## config.mk

```make
export PLATFORM = sky130hd
export DESIGN_NAME = uart_tx
export DESIGN_NICKNAME = d
export VERILOG_FILES = /design/src/rtl/uart_tx_pkg.sv /design/src/rtl/uart_baud_counter.sv /design/src/rtl/uart_tx.sv
export SDC_FILE = /design/constraint.sdc
export NUM_CORES = 1
export LEC_CHECK = 0
export CAP_MARGIN = 20
export CORE_MARGIN = 4
export CORE_UTILIZATION = 35
export DETAILED_ROUTE_END_ITERATION = 10
export GPL_ROUTABILITY_DRIVEN = 0
export GPL_TIMING_DRIVEN = 0
export SYNTH_ARGS = -nofsm -noshare
export SYNTH_HDL_FRONTEND = slang
export SYNTH_SLANG_ARGS = --single-unit
```

## constraint.sdc

```tcl
create_clock -name clk -period 4.35 [get_ports clk]
set_input_delay 1.0875 -clock clk [delete_from_list [all_inputs] [get_ports clk]]
set_output_delay 1.0875 -clock clk [all_outputs]
set_load 0.03 [all_outputs]
```

## src/rtl/uart_tx_pkg.sv

```systemverilog
// Shared UART constants and FSM encoding, common to the transmitter and the future receiver.
package uart_tx_pkg;

   typedef enum logic [1:0] {
      IDLE  = 2'd0,
      START = 2'd1,
      DATA  = 2'd2,
      STOP  = 2'd3
   } state_t;

   localparam int DEF_CLKS_PER_BIT = 868;  // 100 MHz / 115200 baud
   localparam int DEF_DATA_BITS    = 8;

endpackage

```

## src/rtl/uart_baud_counter.sv

```systemverilog
// Bit-period timer: counts 0..CLKS_PER_BIT-1 and flags the last cycle of each bit.
module uart_baud_counter
   import uart_tx_pkg::*;
#(
   parameter int CLKS_PER_BIT = DEF_CLKS_PER_BIT
) (
   input  logic clk,
   input  logic reset,
   input  logic clear,
   output logic tick
);

   localparam int CW = $clog2(CLKS_PER_BIT);
   localparam logic [CW-1:0] TERM = CW'(CLKS_PER_BIT - 1);

   logic [CW-1:0] clk_cnt;

   always_ff @(posedge clk) begin
      if (reset || clear || tick) clk_cnt <= '0;
      else                        clk_cnt <= clk_cnt + CW'(1);
   end

   assign tick = (clk_cnt == TERM);

endmodule

```

## src/rtl/uart_tx.sv

```systemverilog
// 8N1-style serial transmitter: start bit, DATA_BITS data bits LSB first, stop bit; line idles high.
module uart_tx
   import uart_tx_pkg::*;
#(
   parameter int CLKS_PER_BIT = DEF_CLKS_PER_BIT,
   parameter int DATA_BITS    = DEF_DATA_BITS
) (
   input  logic                 clk,
   input  logic                 reset,
   input  logic                 tx_start,
   input  logic [DATA_BITS-1:0] tx_data,
   output logic                 tx,
   output logic                 tx_busy,
   output logic                 tx_done
);

   localparam int BW = $clog2(DATA_BITS) + 1;
   localparam logic [BW-1:0] LAST = BW'(DATA_BITS - 1);

   state_t               state, state_n;
   logic [DATA_BITS-1:0] shift_reg, shift_n;
   logic [BW-1:0]        bit_cnt, bit_n;
   logic                 tx_n, busy_n, done_n;
   logic                 tick, last_bit;

   // Counter is held at zero while idle so the accept edge starts a fresh bit period.
   uart_baud_counter #(.CLKS_PER_BIT(CLKS_PER_BIT)) u_baud (
      .clk   (clk),
      .reset (reset),
      .clear (state == IDLE),
      .tick  (tick)
   );

   assign last_bit = (bit_cnt == LAST);

   always_ff @(posedge clk) begin
      if (reset) begin
         state     <= IDLE;
         tx        <= 1'b1;
         tx_busy   <= 1'b0;
         tx_done   <= 1'b0;
         shift_reg <= '0;
         bit_cnt   <= '0;
      end else begin
         state     <= state_n;
         tx        <= tx_n;
         tx_busy   <= busy_n;
         tx_done   <= done_n;
         shift_reg <= shift_n;
         bit_cnt   <= bit_n;
      end
   end

   always_comb begin
      state_n = state;
      case (state)
         IDLE:    if (tx_start)         state_n = START;
         START:   if (tick)             state_n = DATA;
         DATA:    if (tick && last_bit) state_n = STOP;
         STOP:    if (tick)             state_n = IDLE;
         default:                       state_n = IDLE;
      endcase
   end

   // Next values of the registered outputs and datapath; tx only ever changes on a clock edge.
   always_comb begin
      tx_n    = tx;
      busy_n  = tx_busy;
      done_n  = 1'b0;
      shift_n = shift_reg;
      bit_n   = bit_cnt;
      case (state)
         IDLE: if (tx_start) begin
            shift_n = tx_data;
            tx_n    = 1'b0;
            busy_n  = 1'b1;
            bit_n   = '0;
         end
         START: if (tick) begin
            tx_n    = shift_reg[0];
            shift_n = shift_reg >> 1;
            bit_n   = '0;
         end
         DATA: if (tick) begin
            if (last_bit) begin
               tx_n = 1'b1;
            end else begin
               tx_n    = shift_reg[0];
               shift_n = shift_reg >> 1;
               bit_n   = bit_cnt + BW'(1);
            end
         end
         STOP: if (tick) begin
            tx_n   = 1'b1;
            busy_n = 1'b0;
            done_n = 1'b1;
         end
         default: begin
            tx_n   = 1'b1;
            busy_n = 1'b0;
         end
      endcase
   end

endmodule

```

==> flow_metrics.py, run 1 <==
metrics = {
    "yosys": {
        "syn-instance-count": 168,
        "synth_mux_area_share_pct": 5.97,
        "ys_seq_area_share_pct": 36.3,
        "ys_top_cells_by_count": "dfxtp_1 (27), nor2_1 (17), a211oi_1 (15)",
        "synthTopCellsByArea": "dfxtp_1 (36%), a211oi_1 (7.6%), ha_1 (6.7%), mux2_2 (5.3%), nor2_1 (4.3%)",
        "synth_warnings": 0,
        "synth-xor-area-share_pct": 4.71,
        "synth_top_family_by_area": "simple AND/OR/NAND/NOR gates",
        "synthDistinctLibCells": 46,
        "netlist.area_leader.share_pct": 36.3,
        "syn-num-nets": 187,
        "yosys.area_share.simple_pct": 20.9,
        "synth.ff_latch_count": 27,
        "synth.most_common_cell": "dfxtp_1",
        "synth-compound-area-share_pct": 19.7,
        "syn_area_per_cell_um2": 8.86,
        "synth-async-reset-ratio_pct": 0,
        "yosysTopAreaCell": "dfxtp_1",
        "synth_edf_count": 0,
        "yosys_most_used_dff": "dfxtp_1",
        "synth_fa_ha_area_share_pct": 6.72,
        "syn_area_mm2": 0.00149,
    },
    "status": {
        "status": "finished, final reports clean",
    },
    "routing": {
        "drt_wl_total_um": 3170,
        "dr_total_vias": 1278,
        "ant_nets": 0,
        "wl_per_cell_um": 13.5,
        "via_per_inst": 5.44,
        "drc": 0,
        "drtIter0Drc": 98,
        "first_pass_iters": 4,
    },
    "floorplanning": {
        "ios": 14,
        "std_cell_rows": 23,
        "core_mm2": 0.00406,
        "die_h_um": 73.2,
        "die_area_mm2": 0.00536,
        "initial_core_util_pct": 36.7,
        "die_w_um": 73.2,
    },
    "worst_setup_path": {
        "cp_data_required_time_ns": 4.56,
        "crit_type": "input pin to flop",
        "crit_path_end_kind": "flop",
        "worstPathMaxFanout": 9,
        "reg2reg_depth": 6,
        "critPathLaunchType": "input pin",
        "cp.arrival_ns": 2.68,
    },
    "power_and_ir_drop": {
        "swShare_pct": 38.5,
        "p_per_area_mw_per_mm2": 502,
        "p_int_uw": 535,
        "p_seq_share_pct": 37.4,
        "peakVddDrop_uv": 165,
        "p_sw_uw": 334,
        "combPwrFrac_pct": 45.9,
        "p_clk_share_pct": 16.7,
        "leakagePower_uw": 0.000599,
    },
    "clocking": {
        "hold_buffers": 0,
        "clock_latency_ns": 0.28,
        "cts_tree": "yes",
        "htreeDepth": 1,
        "cts-resized-gates": 0,
        "clock_path_buffers": 2,
        "root_buffer": "clkbuf_8",
        "clk_transition_reported_paths_ns": 0.10,
        "cts.sinks": 27,
        "numCtsBuffers": 3,
        "post-cts-setup-buffer-count": 0,
    },
    "timing": {
        "setup_viol": 0,
        "relSlewSlack_pct": 63.7,
        "tightest_slew_ns": 0.544,
        "grt_setup_unrepaired": "false",
        "fmax_mhz": 406,
        "finClkSkew_ns": 0.00801,
        "min_period_ns": 2.47,
        "period_share_pct": 56.7,
        "hold_viol_final": 0,
        "final_max_slew_viol_count": 0,
        "setup_tns_ns": 0,
    },
    "layout": {
        "diodes": 0,
        "finish.utilization_pct": 42.6,
        "drive_gt1_share_pct": 13.0,
        "nets": 205,
        "largest_reg_flops": 10,
        "area_delta_synth_final_pct": 16.2,
        "final_cell_area_mm2": 0.00173,
    },
    "grt": {
        "grt_overflow": 0,
        "grt_pass1_wl_um": 5440,
        "grt_max_degree": 17,
        "grt_usage_pct": 12.4,
        "grt_pass1_vias": 1236,
        "antenna_found_initial": 0,
    },
    "job": {
        "cap_violations": 0,
    },
    "place": {
        "place_hpwl_um": 2430,
        "io_buffers": 13,
        "place_area_mm2": 0.00168,
    },
    "hold_path": {
        "hold_class": "flop to flop",
        "min_delay_path_depth": 2,
    },
}
-- power by group through the flow --
stage,combinational [uW],clock (uW),sequential (uW)
after floorplan,293,0,334
after global placement,385,0,328
after detailed placement,397,0,331
after CTS,398,150,325
after global routing,442,160,331
final,399,145,325
-- cell usage in the layout, fill, tap and decap left out, types with 2 or more instances in the layout --
cell type	netlist	layout
nand3_1	4	4
xor2_1	2	2
dfxtp_1	27	27
nor2b_1	2	2
a211oi_1	15	15
nor4_1	2	2
clkbuf_1	2	2
inv_1	12	12
o21ai_2	2	2
clkbuf_8	0	3
xnor2_1	6	6
nor3_1	5	5
mux2_2	7	7
a31oi_1	7	7
a21oi_1	4	4
buf_2	2	2
a41oi_1	2	2
nand2_1	12	12
nand4_1	2	2
clkdlybuf4s50_1	0	13
ha_1	8	8
nand2b_1	3	3
nor2_1	17	17
-- final cells by class --
type	instances	area, um2
inverters	12	45.0
repair buffers	13	130
flip-flops and latches	27	541
well taps	50	62.6
multi-input cells	122	863
fillers	399	2330
clock buffers	3	41.3
plain buffers	7	40.0
clock inverters	1	7.51
-- path summary, 6_finish.rpt --
path                      from            to  slack (ns)
hold reg to reg   shift_reg[5]  shift_reg[5]        0.46
setup reg to reg      state[0]  shift_reg[0]        2.25
setup / recovery      tx_start    bit_cnt[2]        1.88
hold / removal    shift_reg[5]  shift_reg[5]        0.46
-- critical path: stages --
cell and delay [ns]:
clkdlybuf4s50_1 0.45, nand2b_1 0.22, nand2b_1 0.10, buf_1 0.36, o21ai_0 0.25, a31oi_1 0.21
-- logic make-up after synthesis --
| family | after synthesis |
|---|---|
| fa+ha+maj | 8 |
| buf+inv | 19 |
| mux | 8 |
| flops | 27 |
| xor+xnor | 8 |
| compound gates | 39 |
| simple gates | 59 |
-- through the flow --
stage,setup WS (ns),total power [uW],cells,hold WS [ns]
after global routing,1.79,932,235,0.491
after CTS,1.93,873,235,0.466
after floorplan,2.41,627,168,0.430
final,1.88,869,235,0.459
after global placement,1.71,713,231,0.441
after detailed placement,1.63,728,231,0.450
-- metal layers --
metal	part of all wire, %	track usage [%]	up-vias
met5	0	0	-
met4	0.66	4.71	0
met3	3.2	2.62	4
met2	48	20.1	22
met1	48	16.2	611
li1	-	-	641
(Power assumes the default switching activity.)
==> inputs of run 2 (changes only) <==
- clock period: 4.35 -> 2.06 ns (I/O delays scaled with it)
==> run 2 against run 1 <==
  * First-iteration DRC count up 10%
  * Cell count shrank 0.43%
  * Via count down 0.39%
  * Global-route usage is essentially flat
  * Setup slack worse by 1.7 ns
  * Non-clock buffer count is 1 lower
  * Register-to-register slack worse by 2.1 ns
  * Total power up 110%
  * Sequential cell count unchanged
  * Highest routed layer unchanged
==> flow_metrics.py, run 2 (synthesized netlist as in run 1, its figures left out) <==
metrics = {
    "status": {
        "status": "finished, final reports clean",
    },
    "floorplanning": {
        "initial_core_util_pct": 36.7,
        "ios": 14,
        "die_area_mm2": 0.00536,
        "core_mm2": 0.00406,
        "die_h_um": 73.2,
        "std_cell_rows": 23,
        "die_w_um": 73.2,
    },
    "routing": {
        "dr_total_vias": 1273,
        "wl_per_cell_um": 13.8,
        "ant_nets": 0,
        "drt_wl_total_um": 3240,
        "drtIter0Drc": 108,
        "drc": 0,
        "first_pass_iters": 4,
        "via_per_inst": 5.44,
    },
    "layout": {
        "final_common_cell": "dfxtp_1",
        "nets": 204,
        "drive_gt1_share_pct": 14.7,
        "diodes": 0,
        "final_cell_area_mm2": 0.00175,
        "area_delta_synth_final_pct": 17.6,
        "largest_reg_flops": 10,
        "final_cell_mix": "dfxtp_1 (27), nor2_1 (17), a211oi_1 (15)",
    },
    "timing": {
        "grt_setup_unrepaired": "true",
        "hold_viol_final": 0,
        "period_share_pct": 93.4,
        "tightest_slew_ns": 0.500,
        "finClkSkew_ns": 0.00703,
        "fmax_mhz": 520,
        "min_period_ns": 1.92,
        "setup_tns_ns": 0,
        "timing.final.ws_setup_ns": 0.136,
        "relSlewSlack_pct": 66.6,
        "final_max_slew_viol_count": 0,
        "setup_viol": 0,
    },
    "grt": {
        "grt_max_degree": 17,
        "grt_pass1_vias": 1237,
        "grt_usage_pct": 12.5,
        "grt_overflow": 0,
        "antenna_found_initial": 0,
        "grt_pass1_wl_um": 5440,
    },
    "worst_setup_path": {
        "reg2reg_slack_ns": 0.14,
        "critPathLaunchType": "flop",
        "worstPathMaxFanout": 9,
        "cp.arrival_ns": 2.07,
        "crit_path_end_kind": "flop",
        "crit_type": "flop to flop",
        "cp_data_required_time_ns": 2.21,
    },
    "clocking": {
        "root_buffer": "clkbuf_8",
        "clock_path_buffers": 2,
        "htreeDepth": 1,
        "numCtsBuffers": 3,
        "post-cts-setup-buffer-count": 0,
        "cts_tree": "yes",
        "cts.sinks": 27,
        "hold_buffers": 0,
        "clk_transition_reported_paths_ns": 0.10,
        "clock_latency_ns": 0.28,
    },
    "place": {
        "io_buffers": 13,
        "place_area_mm2": 0.00168,
        "pre_cts_ws_ns": -0.0843,
        "place_hpwl_um": 2430,
    },
    "job": {
        "cap_violations": 0,
    },
    "hold_path": {
        "hold_class": "flop to flop",
    },
    "power_and_ir_drop": {
        "leakagePower_uw": 0.000600,
        "p_per_area_mw_per_mm2": 1060,
        "peakVddDrop_uv": 348,
    },
}
[run 2: layer usage]
layer	wire (um)	track usage, %
met5	0	0
met4	13	4.71
met3	111	2.75
met2	1570	20.2
met1	1550	16.1
[run 2: through the flow]
step / util [%] / hold WS (ns) / total power (uW) / cells
after floorplan: - / 0.430 / 1320 / 168
after global placement: 41.4 / 0.441 / 1510 / 231
after detailed placement: 41.4 / 0.450 / 1540 / 231
after CTS: 42.7 / 0.466 / 1840 / 234
after global routing: 43.1 / 0.491 / 1980 / 234
final: 43.1 / 0.460 / 1850 / 234
[run 2: path summary, 6_finish.rpt]
check / start / endpoint / depth (start not counted)
setup / recovery: state[0] / shift_reg[4] / 5
hold / removal: shift_reg[5] / shift_reg[5] / 2
setup reg to reg: state[0] / shift_reg[4] / 5
hold reg to reg: shift_reg[5] / shift_reg[5] / 2
[run 2: layout make-up]
| cell class | instances | area, um2 |
|---|---|---|
| multi-input combinational | 122 | 887 |
| inverter | 12 | 45.0 |
| sequential | 27 | 541 |
| buffer | 6 | 36.3 |
| tap | 50 | 62.6 |
| clock buffer | 3 | 41.3 |
| clock inverter | 1 | 7.51 |
| timing repair buffer | 13 | 130 |
| fill | 397 | 2310 |
[run 2: where the power goes]
part / switching [uW] / internal (uW)
Sequential: 64.7 / 622
Combinational: 479 / 377
Clock: 169 / 137
[run 2: worst max-delay path: stages (launching register included)]
cell	delay (ns)
dfxtp_1	0.43
inv_1	0.12
ha_1	0.55
mux2_2	0.39
a211oi_1	0.23
a211oi_1	0.08
[run 2: timing repair]
item                       4_1_cts  5_1_grt
pin swaps                        0        0
resized for setup                1        3
setup endpoints to repair        7        8
